===== src/rtl/fcl_write_controller_if.sv =====
// Write-side bus bundle for the FCL input buffer: upstream word stream, frame control and buffer write port.
// Controller takes the slave modport; the upstream/sequencer side takes the master modport.
interface fcl_write_controller_if #(
    parameter int WL = 16,
    parameter int AW = 9
);
    logic          iSTART;
    logic [2:0]    iSTATE;
    logic          iDATA_VALID;
    logic [WL-1:0] iDATA;
    logic          oREADY;
    logic          oWr_EN;
    logic [AW-1:0] oWr_ADDR;
    logic [WL-1:0] oWr_DATA;
    logic          oWr_BANK;
    logic          oBUSY;
    logic          oWr_DONE;

    modport master (
        output iSTART, iSTATE, iDATA_VALID, iDATA,
        input  oREADY, oWr_EN, oWr_ADDR, oWr_DATA, oWr_BANK, oBUSY, oWr_DONE
    );

    modport slave (
        input  iSTART, iSTATE, iDATA_VALID, iDATA,
        output oREADY, oWr_EN, oWr_ADDR, oWr_DATA, oWr_BANK, oBUSY, oWr_DONE
    );
endinterface


===== src/rtl/fcl_write_controller.sv =====
// FCL input-buffer write controller: streams accepted words to sequential buffer addresses per frame.
// Optional macro FCL_WR_BANK_SWAP_EN makes oWr_BANK ping-pong after every completed frame.
module fcl_write_controller #(
    parameter int WL        = 16,
    parameter int AW        = 9,
    parameter int FC1_DEPTH = 112,
    parameter int FC1_BASE  = 0,
    parameter int FC2_DEPTH = 12,
    parameter int FC2_BASE  = 252
) (
    input logic                  iCLK,
    input logic                  iRSTn,
    fcl_write_controller_if.slave bus
);
    localparam logic [2:0] FC1_STATE = 3'b101;

    typedef enum logic [1:0] {
        IDLE  = 2'd0,
        WRITE = 2'd1,
        DONE  = 2'd2
    } state_t;

    state_t        state_reg, state_next;
    logic          fc1_reg, fc1_next;
    logic [AW-1:0] cnt_reg, cnt_next;
    logic          wr_en_reg;
    logic [AW-1:0] wr_addr_reg;
    logic [WL-1:0] wr_data_reg;
    logic          xfer;
    logic [AW-1:0] base;
    logic [AW-1:0] last_cnt;

    always_ff @(posedge iCLK) begin
        if (!iRSTn) begin
            state_reg <= IDLE;
            fc1_reg   <= 1'b0;
            cnt_reg   <= '0;
        end else begin
            state_reg <= state_next;
            fc1_reg   <= fc1_next;
            cnt_reg   <= cnt_next;
        end
    end

    always_comb begin
        state_next = state_reg;
        fc1_next   = fc1_reg;
        cnt_next   = cnt_reg;
        xfer       = 1'b0;
        base       = fc1_reg ? AW'(FC1_BASE) : AW'(FC2_BASE);
        last_cnt   = fc1_reg ? AW'(FC1_DEPTH - 1) : AW'(FC2_DEPTH - 1);
        case (state_reg)
            IDLE: begin
                if (bus.iSTART) begin
                    fc1_next   = (bus.iSTATE == FC1_STATE);
                    cnt_next   = '0;
                    state_next = WRITE;
                end
            end
            WRITE: begin
                xfer = bus.iDATA_VALID;
                if (xfer) begin
                    cnt_next = cnt_reg + AW'(1);
                    if (cnt_reg == last_cnt) begin
                        state_next = DONE;
                    end
                end
            end
            DONE: begin
                state_next = IDLE;
            end
            default: begin
                state_next = IDLE;
            end
        endcase
    end

    // Write port is registered so each accepted word appears exactly one cycle later.
    always_ff @(posedge iCLK) begin
        if (!iRSTn) begin
            wr_en_reg   <= 1'b0;
            wr_addr_reg <= '0;
            wr_data_reg <= '0;
        end else begin
            wr_en_reg <= xfer;
            if (xfer) begin
                wr_addr_reg <= base + cnt_reg;
                wr_data_reg <= bus.iDATA;
            end
        end
    end

    assign bus.oREADY   = (state_reg == WRITE);
    assign bus.oBUSY    = (state_reg != IDLE);
    assign bus.oWr_DONE = (state_reg == DONE);
    assign bus.oWr_EN   = wr_en_reg;
    assign bus.oWr_ADDR = wr_addr_reg;
    assign bus.oWr_DATA = wr_data_reg;

`ifdef FCL_WR_BANK_SWAP_EN
    // Bank flips after the DONE cycle so the final write still lands in the frame's own bank.
    logic bank_reg;

    always_ff @(posedge iCLK) begin
        if (!iRSTn) begin
            bank_reg <= 1'b0;
        end else if (state_reg == DONE) begin
            bank_reg <= ~bank_reg;
        end
    end

    assign bus.oWr_BANK = bank_reg;
`else
    assign bus.oWr_BANK = 1'b0;
`endif

endmodule


===== src/flat_wrapper.sv =====
// flat-port wrapper written by rule: the top's interface ports become plain ports
module fcl_write_controller_flat 
#(
    parameter int WL        = 16,
    parameter int AW        = 9,
    parameter int FC1_DEPTH = 112,
    parameter int FC1_BASE  = 0,
    parameter int FC2_DEPTH = 12,
    parameter int FC2_BASE  = 252
)
  (iCLK, iRSTn, bus_iSTART, bus_iSTATE, bus_iDATA_VALID, bus_iDATA, bus_oREADY, bus_oWr_EN, bus_oWr_ADDR, bus_oWr_DATA, bus_oWr_BANK, bus_oBUSY, bus_oWr_DONE);
  fcl_write_controller_if #(.WL(WL), .AW(AW)) bus_i ();
  input logic iCLK;
  input logic iRSTn;
  input wire logic [$bits(bus_i.iSTART)-1:0] bus_iSTART;
  input wire logic [$bits(bus_i.iSTATE)-1:0] bus_iSTATE;
  input wire logic [$bits(bus_i.iDATA_VALID)-1:0] bus_iDATA_VALID;
  input wire logic [$bits(bus_i.iDATA)-1:0] bus_iDATA;
  output wire logic [$bits(bus_i.oREADY)-1:0] bus_oREADY;
  output wire logic [$bits(bus_i.oWr_EN)-1:0] bus_oWr_EN;
  output wire logic [$bits(bus_i.oWr_ADDR)-1:0] bus_oWr_ADDR;
  output wire logic [$bits(bus_i.oWr_DATA)-1:0] bus_oWr_DATA;
  output wire logic [$bits(bus_i.oWr_BANK)-1:0] bus_oWr_BANK;
  output wire logic [$bits(bus_i.oBUSY)-1:0] bus_oBUSY;
  output wire logic [$bits(bus_i.oWr_DONE)-1:0] bus_oWr_DONE;
  assign bus_i.iSTART = bus_iSTART;
  assign bus_i.iSTATE = bus_iSTATE;
  assign bus_i.iDATA_VALID = bus_iDATA_VALID;
  assign bus_i.iDATA = bus_iDATA;
  assign bus_oREADY = bus_i.oREADY;
  assign bus_oWr_EN = bus_i.oWr_EN;
  assign bus_oWr_ADDR = bus_i.oWr_ADDR;
  assign bus_oWr_DATA = bus_i.oWr_DATA;
  assign bus_oWr_BANK = bus_i.oWr_BANK;
  assign bus_oBUSY = bus_i.oBUSY;
  assign bus_oWr_DONE = bus_i.oWr_DONE;
  fcl_write_controller #(.WL(WL), .AW(AW), .FC1_DEPTH(FC1_DEPTH), .FC1_BASE(FC1_BASE), .FC2_DEPTH(FC2_DEPTH), .FC2_BASE(FC2_BASE)) u_core (.iCLK(iCLK), .iRSTn(iRSTn), .bus(bus_i));
endmodule

===== config.mk =====
export PLATFORM = sky130hd
export DESIGN_NAME = fcl_write_controller_flat
export DESIGN_NICKNAME = d
export VERILOG_FILES = /design/src/rtl/fcl_write_controller_if.sv /design/src/rtl/fcl_write_controller.sv /design/src/flat_wrapper.sv
export SDC_FILE = /design/constraint.sdc
export NUM_CORES = 1
export LEC_CHECK = 0
export CAP_MARGIN = 20
export CORE_MARGIN = 2
export CORE_UTILIZATION = 47
export CTS_BUF_LIST = sky130_fd_sc_hd__clkbuf_16
export DETAILED_ROUTE_END_ITERATION = 16
export GPL_TIMING_DRIVEN = 0
export PLACE_DENSITY = 0.83
export SLEW_MARGIN = 30
export SYNTH_ARGS = -nofsm -noshare
export SYNTH_HDL_FRONTEND = slang
export SYNTH_SLANG_ARGS = --single-unit

===== constraint.sdc =====
create_clock -name iCLK -period 2.3 [get_ports iCLK]
set_input_delay 0.23 -clock iCLK [delete_from_list [all_inputs] [get_ports iCLK]]
set_output_delay 0.23 -clock iCLK [all_outputs]
set_load 0.05 [all_outputs]

==> results.tsv <==
metric	value	unit
status	complete, no violations	
Port-buffer cells	51	
CTS max path bufs	2	
Pins Over Slew Limit	0	
VDD IR max	486	uV
post-synthesis average cell area	8.84	um^2
Tcrit/Tclk final	89.4	%
Worst-path clk slew	50	ps
Fin Clk Skew	2.11	ps
vias in the first global route	1499	
CTS H-tree depth	2	
area of the multi-input gates	976	um^2
CTS tree	yes	
core area	0.00369	mm^2
Synth Warn #	0	
Die Y	66.1	um
Post-synth top cells	nand2_1 (45), dfxtp_1 (38), a21boi_1 (18)	
critical path data arrival time	2220	ps
initial antenna violation count	0	
WS Path Type	flop to flop	
clock root cell	clkbuf_16	
Filler Cells Inserted	308	
Reg area	761	um^2
layout cells sized above 1	7.22	%
max reg flops	16	
syn_nets	236	
dpl hpwl	2.98	mm
diode count	0	
Largest stage delay, worst path	410	ps
Mapped Area	0.00181	mm^2
row count	22	
top post-synthesis cells by area	dfxtp_1 (42%), nand2_1 (9.3%), a21boi_1 (7.5%)	
DR vias	1639	
Post CTS Setup Buffer Count	0	
initial drt markers	56	
router iterations before antenna repair	4	
top_reg_cell synth	dfxtp_1	
effective utilization at floorplan	49.1	%
global route overflow	0	
worst-margin pin slew	533	ps
largest net degree at the start of global routing	12	
relative slew slack	64.4	%
max cap viols	0	
Hold Fails Final Rpt	0	
Horiz. Die Dim	66.1	um
Pwr Density	631	mW/mm^2
type of the tightest min-delay check	flop to flop	
Setup-failing EPs final	0	
WL final	4.05	mm
DR vias/cell	5.27	
PostCTS Resize Cnt	0	
fin crit period	2060	ps
ys async rst share	0	%
setup ws final	244	ps
Post-synth EDFFs	0	
share of the synthesized area in the top cell type	42.0	%
cells after synthesis	205	
Max Clock Freq	486	MHz
WL/cell	13.0	um
total global routing track utilization	20.3	%
first-pass GRT wire length	6.74	mm
die area	0.00437	mm^2
sequential area share after synthesis	42.0	%
post-place setup slack	292	ps
Worst setup SP type	flop	
Final Net Count	294	
crit path max fanout	8	
LEAKAGE	0.961	nW
CP required	2460	ps
area delta synth->final	39.0	%
CTS Buf Count	5	
RSZ-0062 raised after global routing	no	
Distinct cells, synth	44	
drc violations	0	
clock latency on the worst-skew pair	280	ps
# hold bufs at CTS	0	
Routed Antenna Nets	0	
cell chain of the critical path	inv_1, ha_1, fa_1, a21oi_1, o211ai_1, mux2i_1, a311o_1	
Setup crit end kind	flop	
register bit total from synthesis	38	
largest area contributor in the netlist	dfxtp_1	
Setup TNS	0	ps
CP max-delay cell	fa_1	
count leader, synth	nand2_1	
clk sinks	38	
Ports	53	
Final Wtd Congestion	0.863	
per-layer routing:
layer  part of all wire (%)  vias up  global-route usage, %  wire length [um]
li1                       -      826                      -                 -
met1                     45      770                   25.4              1820
met2                     49       37                   33.6              1970
met3                    4.9        6                   4.77               200
met4                    1.5        0                   7.40                61
met5                      0        -                      0                 0
layout by cell type (no fill, tap or decap), types with 4 or more instances in the layout:
cell type        instances
clkdlybuf4s50_1         51
nand4b_1                 5
a21boi_1                18
nor2_1                   7
buf_2                    6
dfxtp_1                 38
clkbuf_16                5
nand2_1                 45
clkbuf_1                 4
xor2_1                   4
nand3_1                  8
nand4_1                  5
o211ai_1                 4
ha_1                     7
worst max-delay path, delay by kind of cell (launching register included):
family | cells | cell delay [ps]
adder cells (fa/ha/maj) | 2 | 670
AO/OA/AOI/OAI | 3 | 690
multiplexers | 1 | 140
buffers and inverters | 1 | 130
flip-flops | 1 | 300
metrics by stage:
stage / total power [mW] / instance area, um^2 / hold slack (ps) / utilization [%] / instances
after global placement: 0.967 / 2380 / 440 / 64.6 / 304
after CTS: 1.61 / 2520 / 452 / 68.2 / 311
after global routing: 1.65 / 2520 / 468 / 68.2 / 311
after detailed placement: 0.970 / 2380 / 445 / 64.6 / 304
final: 1.59 / 2520 / 450 / 68.2 / 311
after floorplan: 0.867 / 1810 / 365 / - / 205
where the power goes:
part           internal (mW)  switching [mW]  total (mW)
clock                  0.390           0.242       0.633
combinational          0.107           0.153       0.260
sequential             0.682          0.0141       0.696
total                   1.18           0.410        1.59
final timing paths:
check | depth (start not counted) | from | slack [ps] | endpoint
setup / recovery | 7 | u_core.fc1_reg | 240 | u_core.bus.oWr_ADDR[8]
hold / removal | 2 | u_core.bus.oWr_DATA[0] | 450 | u_core.bus.oWr_DATA[0]
setup reg to reg | 7 | u_core.fc1_reg | 240 | u_core.bus.oWr_ADDR[8]
hold reg to reg | 2 | u_core.bus.oWr_DATA[0] | 450 | u_core.bus.oWr_DATA[0]
final cells by class:
cell class	instances	area share (%)
repair buffers	51	20.3
multi-input cells	152	38.8
flip-flops and latches	38	30.2
clock inverters	2	0.398
clock buffers	5	4.97
well taps	48	2.39
plain buffers	12	2.53
inverters	3	0.447
cell families (layout without fill, tap and decap cells):
| group | Yosys count | in the layout | share of synthesized area, % |
|---|---|---|---|
| and+or+nand+nor | 92 | 92 | 25.9 |
| AOI/OAI and AO/OA | 40 | 40 | 16.2 |
| DFF | 38 | 38 | 42.0 |
| buffers and inverters | 15 | 73 | 4.14 |
| adders and majority gates | 8 | 8 | 5.94 |
| xor gates and xnor gates | 7 | 7 | 3.38 |
| muxes | 4 | 4 | 2.28 |
| other | 1 | 1 | 0.207 |
Power figures use the tool's default switching activity.
